--- config.mk ---
export PLATFORM = sky130hd
export DESIGN_NAME = dso_capture_ctrl
export DESIGN_NICKNAME = d
export VERILOG_FILES = /design/src/rtl/dso_capture_ctrl.sv
export SDC_FILE = /design/constraint.sdc
export NUM_CORES = 1
export LEC_CHECK = 0
export BUFFER_PORTS_ARGS = -buffer_cell sky130_fd_sc_hd__clkbuf_2
export CORE_MARGIN = 4
export CORE_UTILIZATION = 51
export DETAILED_ROUTE_END_ITERATION = 12
export GPL_ROUTABILITY_DRIVEN = 0
export PLACE_DENSITY = 0.74
export RECOVER_POWER = 25
export SYNTH_ARGS = -nofsm -noshare
export SYNTH_HDL_FRONTEND = slang
export SYNTH_SLANG_ARGS = --single-unit
--- constraint.sdc ---
create_clock -name clk -period 3.9 [get_ports clk]
set_input_delay 0 -clock clk [delete_from_list [all_inputs] [get_ports clk]]
set_output_delay 0 -clock clk [all_outputs]
set_load 0.1 [all_outputs]
--- src/rtl/dso_capture_ctrl.sv ---
// dso_capture_ctrl: capture sequencer for the dual 8-bit ADC path.
// Writes {adc_a_d, adc_b_d} pairs into a 2^AW ring buffer, detects a level/edge
// (or forced) trigger, then stops after the post-trigger fill.
// Optional build macro: DSO_DECIMATION_EN adds the decim input, which accepts
// only every (decim+1)th sample_en strobe.
//
// state     | meaning
// ----------+-------------------------------------------------------------
// IDLE      | no capture, no writes
// PRE       | filling the pre-trigger window, no trigger check
// WAIT_TRIG | ring keeps overwriting, looking for the trigger sample
// POST      | writing the post-trigger samples
// DONE      | buffer and trig_addr held for MCU readback
module dso_capture_ctrl #(
   parameter int AW = 12
) (
   input  logic          clk,
   input  logic          nrst,
   input  logic          sample_en,
   input  logic [7:0]    adc_a_d,
   input  logic [7:0]    adc_b_d,
   input  logic          arm,
   input  logic          abort,
   input  logic          force_trig,
   input  logic          trig_src,
   input  logic          trig_edge,
   input  logic [7:0]    trig_level,
   input  logic [AW-1:0] pretrig,
`ifdef DSO_DECIMATION_EN
   input  logic [7:0]    decim,
`endif
   output logic          mem_we,
   output logic [AW-1:0] mem_addr,
   output logic [15:0]   mem_data,
   output logic [AW-1:0] trig_addr,
   output logic          busy,
   output logic          ready_mcu,
   output logic [2:0]    state
);

   typedef enum logic [2:0] {
      IDLE      = 3'd0,
      PRE       = 3'd1,
      WAIT_TRIG = 3'd2,
      POST      = 3'd3,
      DONE      = 3'd4
   } state_t;

   localparam logic [AW-1:0] ONE = AW'(1);

   state_t        st, st_nxt;
   logic [AW-1:0] ptr;
   logic [AW-1:0] cnt;
   logic [7:0]    prev;
   logic          prev_valid;
   logic          src_q;
   logic          edge_q;
   logic [7:0]    level_q;
   logic [AW-1:0] pretrig_q;
   logic          active;
   logic          strobe_ok;
   logic          accept;
   logic [7:0]    sel;
   logic          edge_hit;
   logic          hit;

`ifdef DSO_DECIMATION_EN
   logic [7:0]    decim_q;
   logic [7:0]    dcnt;
   assign strobe_ok = (dcnt == 8'd0);
`else
   assign strobe_ok = 1'b1;
`endif

   // Arm/abort restart the sequence, so the sample presented with them is dropped.
   assign active   = (st == PRE) || (st == WAIT_TRIG) || (st == POST);
   assign accept   = active && sample_en && strobe_ok && !abort && !arm;
   assign sel      = src_q ? adc_b_d : adc_a_d;
   assign edge_hit = edge_q ? ((prev > level_q) && (sel <= level_q))
                            : ((prev < level_q) && (sel >= level_q));
   // Without a previous sample there is no edge, and a forced trigger waits too.
   assign hit      = accept && (st == WAIT_TRIG) && prev_valid && (force_trig || edge_hit);

   assign busy      = active;
   assign ready_mcu = (st == DONE);
   assign state     = st;

   // State register.
   always_ff @(posedge clk or negedge nrst) begin
      if (!nrst) st <= IDLE;
      else       st <= st_nxt;
   end

   // Next-state logic; abort outranks arm, arm outranks everything else.
   always_comb begin
      st_nxt = st;
      if (abort) begin
         st_nxt = IDLE;
      end else if (arm) begin
         st_nxt = (pretrig == '0) ? WAIT_TRIG : PRE;
      end else begin
         case (st)
            PRE:       if (accept && (cnt == ONE)) st_nxt = WAIT_TRIG;
            WAIT_TRIG: if (hit) st_nxt = (~pretrig_q == '0) ? DONE : POST;
            POST:      if (accept && (cnt == ONE)) st_nxt = DONE;
            default:   st_nxt = st;
         endcase
      end
   end

   // Write port, ring pointer, pre/post down-counter, trigger history and config latch.
   always_ff @(posedge clk or negedge nrst) begin
      if (!nrst) begin
         mem_we     <= 1'b0;
         mem_addr   <= '0;
         mem_data   <= '0;
         trig_addr  <= '0;
         ptr        <= '0;
         cnt        <= '0;
         prev       <= '0;
         prev_valid <= 1'b0;
         src_q      <= 1'b0;
         edge_q     <= 1'b0;
         level_q    <= '0;
         pretrig_q  <= '0;
`ifdef DSO_DECIMATION_EN
         decim_q    <= '0;
         dcnt       <= '0;
`endif
      end else begin
         mem_we <= accept;
         if (accept) begin
            mem_addr   <= ptr;
            mem_data   <= {adc_a_d, adc_b_d};
            ptr        <= ptr + ONE;
            prev       <= sel;
            prev_valid <= 1'b1;
         end
         if (hit) begin
            trig_addr <= ptr;
            cnt       <= ~pretrig_q;
         end else if (accept && ((st == PRE) || (st == POST))) begin
            cnt <= cnt - ONE;
         end
`ifdef DSO_DECIMATION_EN
         if (active && sample_en && !abort && !arm)
            dcnt <= (dcnt == 8'd0) ? decim_q : dcnt - 8'd1;
`endif
         if (arm && !abort) begin
            src_q      <= trig_src;
            edge_q     <= trig_edge;
            level_q    <= trig_level;
            pretrig_q  <= pretrig;
            ptr        <= '0;
            cnt        <= pretrig;
            prev_valid <= 1'b0;
`ifdef DSO_DECIMATION_EN
            decim_q    <= decim;
            dcnt       <= '0;
`endif
         end
      end
   end

endmodule

==> metrics <==
die area=roughly 11000 sq um; most area-consuming cells after synthesis=dfrtp_1 (52%), mux2_2 (13%), nand2_1 (5.4%), ha_1 (5.0%), xor2_1 (2.0%); most frequent cell after synthesis=dfrtp_1; Required @ worst endpoint=4190 ps; initial antenna violation count=0; CTS Sinks=99; CP Launch Type=register; Starting Density=52.2%; Die H=105 microns; Post-Syn Nets=497; H-tree lvl count=3; Leak Pwr=between 2 and 3 nW; Mean Syn Cell Area=11.1 sq um; hold endpoint=state[2]; Synth-to-Final Area Change=23.4%; Post-route DRC=0; CP Launch Point=src_q; Max Freq=around 290 MHz; Tmin final=between 3000 and 4000 ps; Main synth FF type=dfrtp_1; Total Nets Final=627; critical path peak fanout=18; final setup vio count=0; Slew headroom=-16.5%; register-to-register setup slack=roughly 490 ps; clock slew at reported path FFs=100 ps; fraction of registers with async set/reset=100%; Clock Path Buffers=2; yosys warns=0; Hold Crit Class=in -> reg; RSZ-0062 raised after global routing=false; Rows=35; worst skew pair latency=370 ps; layout cells sized above 1=30.6%; DR WL/cell=17.2 microns; drt via density=around 5.6; IO Count=90; ant diodes=0; grt total ovfl=0; EDFF count, synth=0; Synth Cell Area=~4800 sq um; arrival time worst endpoint=3700 ps; largest net degree at the start of global routing=74; cells after synthesis=434; post-cts resize count=0; Cell variety after synth=46; Post-DP HPWL=8240 microns; CTS tree=yes; final worst path period share=87.5%; failing checks=capacitance limit, slew limit; I/O Buffers=89; Core ar.=9200 sq um; endpoints failing hold=0; Worst R2R Start=src_q; reg2reg end=cnt[6]; status=finished with violations; vias in the first global route=3909; cell count of the worst reg-to-reg path=10; Clock Tree Root=clkbuf_8; post-synthesis register bit count=99; max_cap viols=1; max-slew violation count=between 70 and 80; final wirelength=11700 microns; crit end category=register; width of the chip=105 microns; first-pass GRT wire length=just under 20000 microns; Total GRT Usage=22.0%; Power Total=a little under 0.003 W; power density cells=490 nW/um^2; sequential fraction of the synthesis area=about 52%; Max IR drop VDD=0.295 mV; HP Start=abort; total negative slack=0 ps; drt initial violations=roughly 170; ANT nets after route=0; clk_skew=just over 10 ps; Tightest Pin Transition=roughly 1700 ps; Setup CP Type=reg -> reg; DR vias=3790; Synth top area share=between 50% and 60%; biggest area consumer among synthesized cells=dfrtp_1; clock buffer count from CTS=9; DRT Pass-1 Iters=4; cell count of the worst hold path=4; most frequent cells after synthesis=dfrtp_1 (99), nand2_1 (69), mux2_2 (56), nor2_1 (24)
==> sequential cells by signal, indices dropped and copies added (netlist names), 3 cells and up <==
signal     count
cnt           12
level_q        8
mem_addr      12
mem_data      16
pretrig_q     12
prev           8
ptr           12
state          3
trig_addr     12
==> critical path, stage by stage, from the launching register on <==
cell and delay (ps):
dfrtp_1 580, mux2_2 400, ha_1 290, nor2b_1 140, o211ai_1 180, a21oi_1 120, o211a_1 260, o31a_1 300
nand2_1 600, buf_4 280, mux2i_1 200
==> cells by family after synthesis <==
group	share of synthesized area (%)
muxes	14.6
AOI/OAI and AO/OA	8.82
buffers and inverters	2.30
and+or+nand+nor	14.4
adders and majority gates	4.96
xor gates and xnor gates	3.29
DFF	51.6
==> per-layer routing <==
layer  vias to the layer above  wire length [microns]  global-route usage (%)  share of wire [%]
met5                         -                      0                       0                  0
met4                         0                    214                    6.75                1.8
met3                        22                    712                    4.57                6.1
met2                       133                   5630                    35.1                 48
met1                      1827                   5100                    30.2                 44
li1                       1808                      -                       -                  -
==> repair_timing <==
action / 4_1_cts / 5_1_grt
endpoints found under the hold margin: 116 / 0
hold buffers: 39 / 0
setup buffers: 0 / 0
==> cell type report <==
cell class / count / area [sq um]
clock buffer: 9 / 124
clock inverter: 7 / 52.6
fill: 745 / 3280
inverter: 11 / 41.3
multi-input combinational: 309 / 2210
sequential: 99 / 2480
tap: 111 / 139
timing repair buffer: 134 / 876
==> through the flow <==
step | area [sq um] | worst slack (ps) | instances | utilization (%) | hold WS, ps
floorplan | 4800 | 591 | 434 | - | -296
CTS | 5930 | 470 | 680 | 64.5 | 22.9
global route | 5920 | 325 | 680 | 64.4 | 57.1
global placement | 5360 | 656 | 625 | 58.3 | 172
finish | 5920 | 486 | 680 | 64.4 | 15.5
detailed placement | 5360 | 521 | 625 | 58.3 | 181
==> power breakdown <==
| part | internal [W] | switching [W] | leakage, nW |
|---|---|---|---|
| registers | 0.00116 | 0.000107 | 1.27 |
| logic | 0.000286 | 0.000733 | 1.50 |
| clock network | 0.000236 | 0.000374 | 0.0836 |
| total | 0.00169 | 0.00121 | 2.85 |
==> worst max-delay path by stage <==
stage / slack, ps / cells after the start / end
after floorplan: 590 / 2 / ready_mcu
after global placement: 660 / 9 / trig_addr[7]
after detailed placement: 520 / 10 / cnt[11]
after CTS: 470 / 10 / cnt[11]
after global routing: 320 / 10 / cnt[6]
final: 490 / 10 / cnt[6]
==> placed cells by master (no fill, tap or decap), types with 5 or more instances in the layout <==
| master | count |
|---|---|
| dfrtp_1 | 99 |
| clkbuf_2 | 88 |
| nand2_1 | 69 |
| mux2_2 | 56 |
| dlygate4sd3_1 | 39 |
| nor2_1 | 24 |
| o21ai_0 | 19 |
| ha_1 | 19 |
| a21oi_1 | 17 |
| nand4_1 | 12 |
| inv_1 | 11 |
| xor2_1 | 11 |
| nor3_1 | 10 |
| clkbuf_8 | 9 |
| nand3_1 | 8 |
| mux2i_1 | 7 |
| xnor2_1 | 7 |
| buf_4 | 5 |
Power figures use the tool's default switching activity.
